--- config.mk ---
export PLATFORM = sky130hd
export DESIGN_NAME = uart_tx_buffered
export DESIGN_NICKNAME = d
export VERILOG_FILES = /design/src/rtl/uart_tx_buffered.sv
export SDC_FILE = /design/constraint.sdc
export NUM_CORES = 1
export LEC_CHECK = 0
export CORE_ASPECT_RATIO = 1.25
export CORE_MARGIN = 1.5
export CORE_UTILIZATION = 55
export CTS_BUF_LIST = sky130_fd_sc_hd__clkbuf_8
export CTS_CLUSTER_DIAMETER = 40
export DETAILED_ROUTE_END_ITERATION = 12
export GPL_ROUTABILITY_DRIVEN = 0
export HOLD_SLACK_MARGIN = 0.08
export PLACE_DENSITY = 0.75
export SLEW_MARGIN = 20
export SYNTH_ARGS = -nofsm -noshare
export SYNTH_HDL_FRONTEND = slang
export SYNTH_SLANG_ARGS = --single-unit
--- constraint.sdc ---
create_clock -name clk -period 3.45 [get_ports clk]
set_input_delay 0.8625 -clock clk [delete_from_list [all_inputs] [get_ports clk]]
set_output_delay 0.8625 -clock clk [all_outputs]
set_load 0.005 [all_outputs]
--- src/rtl/uart_tx_buffered.sv ---
// Buffered UART transmitter: small input FIFO feeding a start/data/parity/stop framer.
// Define UART_TX_BREAK_EN to add the break_req port and a line-break state.
module uart_tx_buffered #(
    parameter int CLK_DIV     = 4,
    parameter int DATA_BITS   = 8,
    parameter int PARITY_MODE = 1,
    parameter int STOP_BITS   = 1,
    parameter int FIFO_DEPTH  = 4
) (
    input  logic                          clk,
    input  logic                          reset,
    input  logic [DATA_BITS-1:0]          data_in,
    input  logic                          data_valid,
    output logic                          data_ready,
    output logic                          tx,
    output logic                          tx_busy,
    output logic [$clog2(FIFO_DEPTH):0]   fifo_count
`ifdef UART_TX_BREAK_EN
    ,
    input  logic                          break_req
`endif
);

    localparam int AW         = $clog2(FIFO_DEPTH);
    localparam int CW         = AW + 1;
    localparam int BW         = $clog2(CLK_DIV);
    localparam int FRAME_BITS = 1 + DATA_BITS + ((PARITY_MODE != 0) ? 1 : 0) + STOP_BITS;
    localparam int NW         = $clog2(2 * FRAME_BITS + 1);

    if (CLK_DIV < 2 || DATA_BITS < 5 || DATA_BITS > 9 || PARITY_MODE < 0 || PARITY_MODE > 2 ||
        STOP_BITS < 1 || STOP_BITS > 2 || FIFO_DEPTH < 2 || (FIFO_DEPTH & (FIFO_DEPTH - 1)) != 0) begin : g_bad_params
        $error("uart_tx_buffered: illegal parameter value");
    end

    typedef enum logic [2:0] {
        IDLE,
        START,
        DATA,
        PARITY,
        STOP
`ifdef UART_TX_BREAK_EN
        ,
        BREAK
`endif
    } state_t;

    state_t state, state_next;

    logic [DATA_BITS-1:0] mem [FIFO_DEPTH];
    logic [AW-1:0]        wr_ptr, rd_ptr;
    logic [DATA_BITS-1:0] head;
    logic                 push, pop, fifo_empty;

    logic [BW-1:0]        baud_cnt;
    logic                 bit_end;
    logic [NW-1:0]        bit_cnt, bit_cnt_next;
    logic [DATA_BITS-1:0] shift_reg, shift_next;
    logic                 parity_bit, parity_next;
    logic                 tx_next;

    assign head       = mem[rd_ptr];
    assign fifo_empty = (fifo_count == '0);
    assign data_ready = (fifo_count != CW'(FIFO_DEPTH));
    assign push       = data_valid && data_ready;
    assign bit_end    = (baud_cnt == BW'(CLK_DIV - 1));
    assign tx_busy    = (state != IDLE);

    always_ff @(posedge clk) begin
        if (push)
            mem[wr_ptr] <= data_in;
    end

    always_ff @(posedge clk or posedge reset) begin
        if (reset) begin
            wr_ptr     <= '0;
            rd_ptr     <= '0;
            fifo_count <= '0;
        end else begin
            if (push)
                wr_ptr <= wr_ptr + AW'(1);
            if (pop)
                rd_ptr <= rd_ptr + AW'(1);
            case ({push, pop})
                2'b10:   fifo_count <= fifo_count + CW'(1);
                2'b01:   fifo_count <= fifo_count - CW'(1);
                default: fifo_count <= fifo_count;
            endcase
        end
    end

    // The line value for the next bit is decided here so tx is always a clean register output.
    always_comb begin
        state_next   = state;
        pop          = 1'b0;
        tx_next      = tx;
        bit_cnt_next = bit_cnt;
        shift_next   = shift_reg;
        parity_next  = parity_bit;
        case (state)
            IDLE: begin
                tx_next = 1'b1;
`ifdef UART_TX_BREAK_EN
                if (break_req) begin
                    state_next   = BREAK;
                    tx_next      = 1'b0;
                    bit_cnt_next = '0;
                end else
`endif
                if (!fifo_empty) begin
                    pop        = 1'b1;
                    tx_next    = 1'b0;
                    state_next = START;
                end
            end
            START: begin
                if (bit_end) begin
                    state_next   = DATA;
                    tx_next      = shift_reg[0];
                    bit_cnt_next = '0;
                end
            end
            DATA: begin
                if (bit_end) begin
                    if (bit_cnt == NW'(DATA_BITS - 1)) begin
                        if (PARITY_MODE != 0) begin
                            state_next = PARITY;
                            tx_next    = parity_bit;
                        end else begin
                            state_next   = STOP;
                            tx_next      = 1'b1;
                            bit_cnt_next = '0;
                        end
                    end else begin
                        bit_cnt_next = bit_cnt + NW'(1);
                        tx_next      = shift_reg[1];
                        shift_next   = shift_reg >> 1;
                    end
                end
            end
            PARITY: begin
                if (bit_end) begin
                    state_next   = STOP;
                    tx_next      = 1'b1;
                    bit_cnt_next = '0;
                end
            end
            STOP: begin
                if (bit_end) begin
                    if (bit_cnt == NW'(STOP_BITS - 1)) begin
                        if (!fifo_empty) begin
                            pop        = 1'b1;
                            tx_next    = 1'b0;
                            state_next = START;
                        end else begin
                            state_next = IDLE;
                            tx_next    = 1'b1;
                        end
                    end else begin
                        bit_cnt_next = bit_cnt + NW'(1);
                    end
                end
            end
`ifdef UART_TX_BREAK_EN
            BREAK: begin
                if (bit_end) begin
                    if (bit_cnt == NW'(2 * FRAME_BITS - 1)) begin
                        state_next   = STOP;
                        tx_next      = 1'b1;
                        bit_cnt_next = '0;
                    end else begin
                        bit_cnt_next = bit_cnt + NW'(1);
                    end
                end
            end
`endif
            default: begin
                state_next = IDLE;
                tx_next    = 1'b1;
            end
        endcase
        if (pop) begin
            shift_next  = head;
            parity_next = (PARITY_MODE == 2) ? ~(^head) : (^head);
        end
    end

    always_ff @(posedge clk or posedge reset) begin
        if (reset) begin
            state      <= IDLE;
            tx         <= 1'b1;
            baud_cnt   <= '0;
            bit_cnt    <= '0;
            shift_reg  <= '0;
            parity_bit <= 1'b0;
        end else begin
            state      <= state_next;
            tx         <= tx_next;
            bit_cnt    <= bit_cnt_next;
            shift_reg  <= shift_next;
            parity_bit <= parity_next;
            if (state == IDLE || bit_end)
                baud_cnt <= '0;
            else
                baud_cnt <= baud_cnt + BW'(1);
        end
    end

endmodule

* Yosys cells after proc, flatten, opt, wreduce, memory -nomap -nowiden
Memory sizes are Yosys's and may differ from the RTL's. Index checks and enable logic that the tools add are counted.
Storage, ports and cells: flip-flop bits (word level) 27, output and inout bits 6, logic and storage cells 87, memories 1, memory bits (writable) 32
Cells by class: muxes and demuxes 35, add/sub/neg operators 6, equality and inequality tests 20, reductions and logical operators 16
Memories:
- mem | depth 4, bits a word 8, read ports 1, clocked after Yosys merged registers in 0, write ports 1, line 49 | logic [DATA_BITS-1:0] mem [FIFO_DEPTH];
Operators by type and width (count):
- $mux 8 | 4
- $mux 5 | 5
- $mux 3 | 7
- $ne 2x2->1 const B | 10
- $pmux 3 s5 | 1
- $pmux 5 s3 | 1
- $mux 1 | 13
- $reduce_xor 8->1 | 1
- $reduce_and 7->1 | 1
- $add 2x1->2 const B | 3
- $eq 3x2->1 const B | 2
- $logic_not 3->1 | 2
- $pmux 3 s2 | 1
- $reduce_and 6->1 | 1
- $reduce_bool 2->1 | 3
- $reduce_bool 3->1 | 2
- $add 5x1->5 const B | 1
- $eq 5x3->1 const B | 1
- $logic_not 5->1 | 1
- $pmux 1 s5 | 1
- $reduce_and 5->1 | 1
- $eq 2x2->1 const B | 2
- $add 3x1->3 const B | 1
- $eq 3x1->1 const B | 1
- 11 further kinds | 11

* Logic depth before layout (Yosys ltp)
Gate-level depths: netlist of the first run.
depth after elaboration 7, gate-level depth with buffers 12

* Worst setup path before layout of the first run
No wires, ideal clock.
kind reg2reg, from register bit_cnt[0], to register fifo_count[2], stages on the path, launching flop included 13, period minus slack after synthesis 2771 ps, data arrival time 2692 ps, data required time 3371 ps, setup slack 679 ps, cells stage by stage dfrtp_1 > inv_1 > ha_1 > nor4b_4 > nand2_2 > a2111oi_4 > buf_6 > ha_1 > inv_1 > fa_1 > xor2_1 > nor2_1 > xor2_1
Between the ends: word-level cells in the longest chain between the ends 6, elaborated cells on any way between the ends 8, classes of those cells 2 x eq/ne; 4 x mux; 2 x reduce/logical
Ends and longest elaborated chain:
- start: declaration | line 56 | logic [NW-1:0] bit_cnt, bit_cnt_next;
- start signal: assignment | line 198 | bit_cnt <= bit_cnt_next;
- $logic_not 5->1 * | line 149 | if (bit_cnt == NW'(STOP_BITS - 1)) begin
- $mux 1 * | line 149
- $mux 1 * | line 148 | if (bit_end) begin
- $pmux 1 s2 * | line 99 | case (state)
- $eq 2x1->1 or $eq 2x2->1 (tied branches) | line 83 | case ({push, pop})
- $pmux 3 s2 or $reduce_bool 2->1 (tied branches)
- end signal: assignment | line 84 | 2'b10: fifo_count <= fifo_count + CW'(1);
- end signal: assignment | line 85 | 2'b01: fifo_count <= fifo_count - CW'(1);
- end signal: assignment | line 86 | default: fifo_count <= fifo_count;
- end: declaration | line 17 | output logic [$clog2(FIFO_DEPTH):0] fifo_count
Mark *: on every way between the ends. The rest lies on a longest branch, timed or not. A chain may end at the register's enable or synchronous reset.

* Worst setup path after layout of the first run
from register state[1], to output port tx_busy
Between the ends: word-level cells in the longest chain between the ends 1
Ends and longest elaborated chain:
- start: declaration | line 47 | state_t state, state_next;
- start signal: assignment | line 196 | state <= state_next;
- $reduce_bool 3->1 | line 66 | assign tx_busy = (state != IDLE);
- end: declaration | line 16 | output logic tx_busy,
No other way between the ends.

==> flow_metrics.tcl, run 1 <==
set metrics [dict create \
    status "completed" \
    relSlewSlack 0.364 \
    die-area_um2 5440 \
    ant_nets 0 \
    synthFlopType "edfxtp_1" \
    vdd_drop_max_uv 464 \
    min_period_ns 2.66 \
    worst_pin_slew_ns 0.948 \
    cts_sinks 59 \
    chipHeight_um 82.1 \
    postCtsHoldBufs 0 \
    postSynthRegisterBits 59 \
    hold_ws_ns 0.448 \
    total_power_mw 2.85 \
    dp_cells 265 \
    multi_input_area_um2 1020 \
    slowest_delay_ns 0.55 \
    worst_setup_path_end_kind "output port" \
    hold_class "reg -> reg" \
    synth_cell_types 44 \
    cp_slowest_cell "dfrtp_1" \
    core-area_um2 4760 \
    power_density_nw_per_um2 913 \
    fin_area_um2 3120 \
    grt_antenna_before_repair 0 \
    dieWidth_um 66.3 \
    max_cap_viol_count 0 \
    rows 28 \
    clk-insertion-delay-late_ns 0.34 \
    avgSynthCellArea_um2 14.2 \
    grt.overflow.total 0 \
    vias_per_cell 5.61 \
    num_antenna_cells 0 \
    worst-path-max-fanout 14 \
    fin_crit_sh 0.771 \
    synth_fp_nets 214 \
    synth_seq_area_share 0.595 \
    rsz0062_at_grt "false" \
    leakagePower_nw 1.25 \
    n_fill_cell 356 \
    maxSlewViolCount 0 \
    syn_area_um2 2750 \
    synth_most_common_cell "edfxtp_1" \
    dp_hpwl_um 3160 \
    cts_tree "built" \
    grt_pass1_vias 1622 \
    portBuffers 16 \
    cts.clk_slew.worst_paths_ns 0.06 \
    critPathTopFamily "flip-flops" \
    nets 236 \
    cts_buffer_depth 2 \
    wl_per_cell_um 15.8 \
    synth_top_area_share 0.349 \
    ff_latch_area_um2 1640 \
    synth_edf_count 32 \
    vias 1576 \
    synthTopCellsByCount "edfxtp_1, dfrtp_1, o21ai_0, inv_1" \
    drive_gt1_frac 0.136 \
    ctsResizeCount 0 \
    crit_buf_inv 2 \
    drc 0 \
    grt_pass1_wl_um 7490 \
    critPathLaunchType "flop" \
    hold_viol_final 0 \
    first_pass_iters 4 \
    clock-skew-final_ns 0.00473 \
    ios 17 \
    grt_max_degree 28 \
    fmax_mhz 376 \
    setup-tns-final_ns 0 \
    drt_iter0_drc 75 \
    synth_warnings 0 \
    synth_area_leaders "edfxtp_1, dfrtp_1, mux4_2, ha_1, xnor2_1" \
    crit_required_ns 2.59 \
    largest_reg_flops 32 \
    htreeDepth 3 \
    synth-async-reset-ratio 0.458 \
    synthToLayoutAreaGrowth_pct 13.5 \
    arrival_ns 1.80 \
    initial_utilization 0.577 \
    grt_usage 0.197 \
    setup-violations-final 0 \
    yosysTopAreaCell "edfxtp_1" \
    ctsRootBufferMaster "clkbuf_8" \
    crit_type "reg -> out" \
    crit_chain "nor3_1 > inv_1 > clkdlybuf4s50_1" \
    cts_setup_buffers 0 \
    syn_inst 194 \
    placement.cell_area_um2 2940 \
    wl_um 4440 \
    cts_buffers 9 \
    final_cell_count_no_fill 281 \
]
==> placed cells by master (no fill, tap or decap), drive strengths merged, types with 2 or more instances in the layout <==
cell           instances
dfrtp                 26
edfxtp                32
nor2b                  2
o21ai                 13
clkinv                 4
and3                   6
a21o                   7
xor2                   4
nand3                  2
nor2                   9
inv                   11
mux4                   8
clkdlybuf4s50         16
ha                     8
clkinvlp               2
nor3                   5
nor3b                  6
clkbuf                 9
mux2i                  5
a22o                   4
xnor2                 10
nand2                 11
==> layout make-up <==
type,instances,area share
clock buffers,9,0.0397
clock inverters,7,0.0192
inverters,11,0.0132
multi-input cells,118,0.326
flip-flops and latches,59,0.524
well taps,60,0.0240
repair buffers,17,0.0537
==> metal layers <==
metal	share of wire	track usage
met5	0	0
met4	0.016	0.0857
met3	0.032	0.0781
met2	0.55	0.351
met1	0.40	0.201
==> path summary, 6_finish.rpt <==
kind,from,end,slack (ns),cells after the start
max,state[1]$_DFFE_PP0P_,tx_busy,0.79,3
min,baud_cnt[0]$_DFF_PP0_,baud_cnt[0]$_DFF_PP0_,0.45,1
max reg2reg,bit_cnt[0]$_DFFE_PP0P_,fifo_count[2]$_DFFE_PP0P_,0.85,11
min reg2reg,baud_cnt[0]$_DFF_PP0_,baud_cnt[0]$_DFF_PP0_,0.45,1
max in group asynchronous,reset,rd_ptr[0]$_DFFE_PP0N_,2.08,2
min in group asynchronous,reset,fifo_count[1]$_DFFE_PP0P_,0.92,2
==> cells by family after synthesis <==
kind of cell	count (synthesis)	share of synthesized area
DFF	59	0.595
xor gates and xnor gates	14	0.0446
adders and majority gates	9	0.0437
AOI/OAI and AO/OA	34	0.0910
buffers and inverters	17	0.0350
and+or+nand+nor	47	0.103
muxes	14	0.0878
==> power breakdown <==
part	internal [mW]	switching, mW
Sequential	0.974	0.192
Combinational	0.589	0.509
Clock	0.323	0.265
==> through the flow <==
stage	utilization	setup slack (ns)
floorplan	-	0.679
global placement	0.617	0.841
detailed placement	0.617	0.757
CTS	0.655	0.755
global route	0.655	0.631
finish	0.655	0.789
(Power assumes the default switching activity.)
==> inputs of run 2 (changes only) <==
==> constraint.sdc (replaced) <==
create_clock -name clk -period 2.6 [get_ports clk]
set_input_delay 0.65 -clock clk [delete_from_list [all_inputs] [get_ports clk]]
set_output_delay 0.65 -clock clk [all_outputs]
set_load 0.005 [all_outputs]
==> run 2 against run 1 <==
- first-iteration DRC count rose by 19%
- final cell count rose by 0.36%
- routed wire length rose by 2.2%
- total power rose by 35%
- critical path depth rose by 8
- flip-flop and latch count did not move
- sequential power rose by 32%
- hold slack got worse by 0.0066 ns
- core utilization rose by 0.47 points
- register-to-register slack got worse by 0.76 ns
==> flow_metrics.tcl, run 2 (same netlist as run 1, synthesis figures left out) <==
set metrics [dict create \
    grt.overflow.total 0 \
    core-area_um2 4760 \
    power_density_nw_per_um2 1220 \
    crit_buf_inv 2 \
    post-route-util 0.660 \
    clock-skew-final_ns 0.00648 \
    drt_iter0_drc 89 \
    hold_viol_final 0 \
    num_antenna_cells 0 \
    final_common_cell "edfxtp_1" \
    worst-path-max-fanout 4 \
    final_cell_count_no_fill 282 \
    min_period_ns 2.51 \
    cp_slowest_cell "dfrtp_1" \
    drive_gt1_frac 0.167 \
    ant_nets 0 \
    slowest_delay_ns 0.40 \
    cts_setup_buffers 0 \
    grt_antenna_before_repair 0 \
    r2r_start "bit_cnt[0]$_DFFE_PP0P_" \
    setup-violations-final 0 \
    hold-path-cell-count 1 \
    fmax_mhz 399 \
    hold_ws_ns 0.442 \
    worst_pin_slew_ns 0.713 \
    arrival_ns 2.75 \
    htreeDepth 3 \
    critPathTopFamily "adder cells" \
    grt_max_degree 18 \
    dp_cells 266 \
    vias_per_cell 5.72 \
    wl_per_cell_um 16.1 \
    largest_reg_flops 32 \
    maxSlewViolCount 0 \
    cts_buffer_depth 2 \
    wl_um 4540 \
    mostFrequentLayoutCells "edfxtp_1, dfrtp_1, clkdlybuf4s50_1, o21ai_0" \
    dp_hpwl_um 3180 \
    hold_class "reg -> reg" \
    hold_path_end "baud_cnt[0]$_DFF_PP0_" \
    initial_utilization 0.577 \
    max_cap_viol_count 0 \
    worst_setup_path_end_kind "flop" \
    leakagePower_nw 1.26 \
    cts.clk_slew.worst_paths_ns 0.06 \
    first_pass_iters 4 \
    chipHeight_um 82.1 \
    hp-start "baud_cnt[0]$_DFF_PP0_" \
    ctsRootBufferMaster "clkbuf_8" \
    ctsResizeCount 0 \
    rr_worst_depth 11 \
    vias 1613 \
    reg2reg_slack_ns 0.09 \
    die-area_um2 5440 \
    drc 0 \
    cts_buffers 9 \
    dieWidth_um 66.3 \
    grt_pass1_wl_um 7420 \
    synthToLayoutAreaGrowth_pct 14.3 \
    reg2reg_to "fifo_count[2]$_DFFE_PP0P_" \
    rows 28 \
    setup-tns-final_ns 0 \
    ios 17 \
    cts_tree "built" \
    critPathMostFrequentCell "xor2_1" \
    grt_usage 0.190 \
    pre_cts_ws_ns 0.0865 \
    critPathLaunchType "flop" \
    fin_crit_sh 0.964 \
    crit_type "reg -> reg" \
    rsz0062_at_grt "true" \
    vdd_drop_max_uv 640 \
    crit_chain "inv_2 > ha_1 > nor4b_4 > nand2_2 > a2111oi_4 > ha_4 > inv_1 > fa_2 > xor2_1 > nor2_1 > xor2_1" \
    n_fill_cell 365 \
    crit_required_ns 2.84 \
    postCtsHoldBufs 0 \
    cts_sinks 59 \
    relSlewSlack 0.522 \
    portBuffers 16 \
    grt_pass1_vias 1611 \
    status "completed" \
    nets 237 \
    clk-insertion-delay-late_ns 0.33 \
    fin_ws_ns 0.0937 \
]
run 2: changes by cell type in the layout (fill, tap and decap cells not counted):
cell	change
ha_4	+1
ha_1	-1
fa_1	-1
buf_4	+1
inv_2	+2
clkinvlp_4	-1
inv_1	-1
fa_2	+1
clkinv_2	+3
clkinv_1	-3
run 2: worst max-delay path by stage:
| stage | cells past startpoint | from | end |
|---|---|---|---|
| 5_1_grt | 11 | bit_cnt[0]$_DFFE_PP0P_ | fifo_count[2]$_DFFE_PP0P_ |
| 3_3_place_gp | 11 | bit_cnt[0]$_DFFE_PP0P_ | fifo_count[2]$_DFFE_PP0P_ |
| 3_5_place_dp | 11 | bit_cnt[0]$_DFFE_PP0P_ | fifo_count[2]$_DFFE_PP0P_ |
| 2_1_floorplan | 12 | bit_cnt[0]$_DFFE_PP0P_ | fifo_count[2]$_DFFE_PP0P_ |
| 4_1_cts | 11 | bit_cnt[0]$_DFFE_PP0P_ | fifo_count[2]$_DFFE_PP0P_ |
| 6_report | 11 | bit_cnt[0]$_DFFE_PP0P_ | fifo_count[2]$_DFFE_PP0P_ |
run 2: stage by stage:
step | instance area [µm²] | power (mW)
global route | 3150 | 4.10
CTS | 3150 | 3.89
floorplan | 2770 | 2.73
global placement | 2960 | 2.99
finish | 3150 | 3.85
detailed placement | 2960 | 3.10
run 2: layout make-up:
| type | count | area [µm²] | share of cell area |
|---|---|---|---|
| clock buffer | 9 | 124 | 0.0394 |
| clock inverter | 7 | 60.1 | 0.0191 |
| inverter | 11 | 41.3 | 0.0131 |
| multi-input combinational | 118 | 1030 | 0.328 |
| sequential | 59 | 1640 | 0.521 |
| tap | 60 | 75.1 | 0.0239 |
| timing repair buffer | 18 | 175 | 0.0557 |
run 2: worst register-to-register path: stages (launching register included):
cell and delay [ns]:
dfrtp_1 0.40, inv_2 0.07, ha_1 0.14, nor4b_4 0.30, nand2_2 0.12, a2111oi_4 0.38, ha_4 0.20, inv_1 0.05
fa_2 0.33, xor2_1 0.14, nor2_1 0.12, xor2_1 0.17
run 2: power breakdown:
group | internal [mW] | total (mW) | switching [mW] | leakage (nW)
sequential | 1.29 | 1.55 | 0.257 | 0.628
clock | 0.430 | 0.769 | 0.339 | 0.0976
combinational | 0.807 | 1.53 | 0.725 | 0.539
total | 2.53 | 3.85 | 1.32 | 1.26
run 2: layer usage:
layer,track usage,part of all wire
met1,0.205,0.41
met2,0.329,0.54
met3,0.0616,0.030
met4,0.104,0.019
met5,0,0
==> inputs of run 3 (changes only) <==
==> constraint.sdc (replaced) <==
create_clock -name clk -period 2.6 [get_ports clk]
set_input_delay 0.65 -clock clk [delete_from_list [all_inputs] [get_ports clk]]
set_output_delay 0.65 -clock clk [all_outputs]
set_load 0.1 [all_outputs]
==> run 3 against run 2 <==
- global-route usage up 0.22 points
- total power rose by 13%
- register-to-register slack gained 0.04 ns
- core utilization increased by 1.1 points
- critical endpoint unchanged
==> flow_metrics.tcl, run 3 (same netlist as run 1, synthesis figures left out) <==
set metrics [dict create \
    status "completed" \
    cts_buffer_depth 2 \
    p_sw_mw 1.69 \
    cts_buffers 9 \
    worst-path-max-fanout 4 \
    n_fill_cell 342 \
    rr_worst_depth 11 \
    grt_antenna_before_repair 0 \
    setup-tns-final_ns 0 \
    max_cap_viol_count 0 \
    p_sw_frac 0.389 \
    portBuffers 16 \
    grt_pass1_vias 1713 \
    leakagePower_nw 1.28 \
    wl_met2_um 2530 \
    slowest_delay_ns 0.40 \
    mostFrequentLayoutCells "edfxtp_1, dfrtp_1, o21ai_0" \
    placement.cell_area_um2 2980 \
    cts.clk_slew.worst_paths_ns 0.07 \
    worst_setup_path_end_kind "flop" \
    vias 1603 \
    initial_utilization 0.577 \
    final_common_cell "edfxtp_1" \
    nets 239 \
    min_period_ns 2.47 \
    fin_area_um2 3200 \
    cp_slowest_cell "dfrtp_1" \
    reg2reg_to "fifo_count[2]$_DFFE_PP0P_" \
    dp_hpwl_um 3200 \
    rows 28 \
    largest_reg_flops 32 \
    dieWidth_um 66.3 \
    combPwrFrac 0.433 \
    ant_nets 0 \
    num_antenna_cells 0 \
    hold_class "reg -> reg" \
    p_clk_frac 0.207 \
    multi_input_area_um2 1040 \
    crit_chain "inv_2 > ha_1 > nor4b_4 > nand2_2 > a2111oi_4 > ha_4 > inv_1 > fa_2 > xor2_1 > nor2_1 > xor2_1" \
    die-area_um2 5440 \
    htreeDepth 3 \
    grt.overflow.total 0 \
    fmax_mhz 405 \
    internal_power_mw 2.65 \
    relSlewSlack 0.524 \
    r2r_start "bit_cnt[0]$_DFFE_PP0P_" \
    total_power_mw 4.33 \
    crit_type "reg -> reg" \
    worst_pin_slew_ns 0.711 \
    hold-path-cell-count 1 \
    cts_sinks 59 \
    setup-violations-final 0 \
    grt_pass1_wl_um 7620 \
    critPathLaunchType "flop" \
    crit_required_ns 2.86 \
    wl_met3_um 115 \
    wl_per_cell_um 16.2 \
    vdd_drop_max_uv 670 \
    fin_crit_sh 0.950 \
    drt_iter0_drc 80 \
    drc 0 \
    maxSlewViolCount 0 \
    wl_met1_um 1850 \
    hold_ws_ns 0.446 \
    rsz0062_at_grt "true" \
    clk-insertion-delay-late_ns 0.33 \
    ff_latch_area_um2 1640 \
    drive_gt1_frac 0.228 \
    ios 17 \
    grt_usage 0.193 \
    post-route-util 0.671 \
    clock-skew-final_ns 0.00761 \
    wl_um 4590 \
    hold_path_end "baud_cnt[0]$_DFF_PP0_" \
    vias_per_cell 5.64 \
    hold_viol_final 0 \
    cts_tree "built" \
    ctsRootBufferMaster "clkbuf_8" \
    critPathMostFrequentCell "xor2_1" \
    synthToLayoutAreaGrowth_pct 16.2 \
    chipHeight_um 82.1 \
    first_pass_iters 4 \
    reg2reg_slack_ns 0.13 \
    core-area_um2 4760 \
    hp-start "baud_cnt[0]$_DFF_PP0_" \
    power_density_nw_per_um2 1360 \
    seqPwrFrac 0.360 \
    arrival_ns 2.73 \
    top_layer_used "met4" \
    grt_max_degree 28 \
]
[run 3: layout make-up]
class | instances | share of cell area
tap | 60 | 0.0235
timing repair buffer | 20 | 0.0548
multi-input combinational | 118 | 0.327
sequential | 59 | 0.514
clock inverter | 7 | 0.0290
clock buffer | 9 | 0.0387
inverter | 11 | 0.0129
[run 3: critical path: cells and delay by family (launching register included)]
kind | cells | cell delay (ns)
xor gates and xnor gates | 2 | 0.29
and+or+nand+nor | 3 | 0.54
adders and majority gates | 3 | 0.66
DFF | 1 | 0.40
buffers and inverters | 2 | 0.12
AOI/OAI and AO/OA | 1 | 0.38
[run 3: per-layer routing]
metal	global-route usage	vias to the layer above
met5	0	-
met4	0.110	0
met3	0.0411	9
met2	0.347	27
met1	0.206	804
li1	-	763
[run 3: worst max-delay path by stage]
stage | to | depth (start not counted) | slack [ns] | start
3_5_place_dp | fifo_count[2]$_DFFE_PP0P_ | 9 | 0.12 | data_valid
2_1_floorplan | fifo_count[2]$_DFFE_PP0P_ | 12 | -0.03 | bit_cnt[0]$_DFFE_PP0P_
3_3_place_gp | fifo_count[2]$_DFFE_PP0P_ | 11 | 0.19 | bit_cnt[0]$_DFFE_PP0P_
4_1_cts | fifo_count[2]$_DFFE_PP0P_ | 11 | 0.09 | bit_cnt[1]$_DFFE_PP0P_
6_report | fifo_count[2]$_DFFE_PP0P_ | 11 | 0.13 | bit_cnt[0]$_DFFE_PP0P_
5_1_grt | fifo_count[2]$_DFFE_PP0P_ | 11 | -0.006 | bit_cnt[1]$_DFFE_PP0P_
[run 3: power groups by stage]
stage | Sequential [mW] | Combinational (mW) | Clock [mW]
6_report | 1.56 | 1.88 | 0.898
5_1_grt | 1.60 | 2.05 | 0.947
4_1_cts | 1.56 | 1.90 | 0.916
3_5_place_dp | 1.58 | 1.88 | 0
3_3_place_gp | 1.55 | 1.82 | 0
2_1_floorplan | 1.67 | 1.44 | 0
[run 3: metrics by stage]
step                      setup WS (ns)  std cells
final                             0.131        284
after global placement            0.191        268
after detailed placement          0.115        268
after floorplan                 -0.0334        194
after global routing           -0.00613        284
after CTS                        0.0942        284
[run 3: timing repair]
item                       in CTS  in global routing
setup endpoints to repair       0                  1
hold buffers                    0                  0
buffers inserted                0                  0
gates resized for setup         0                  1
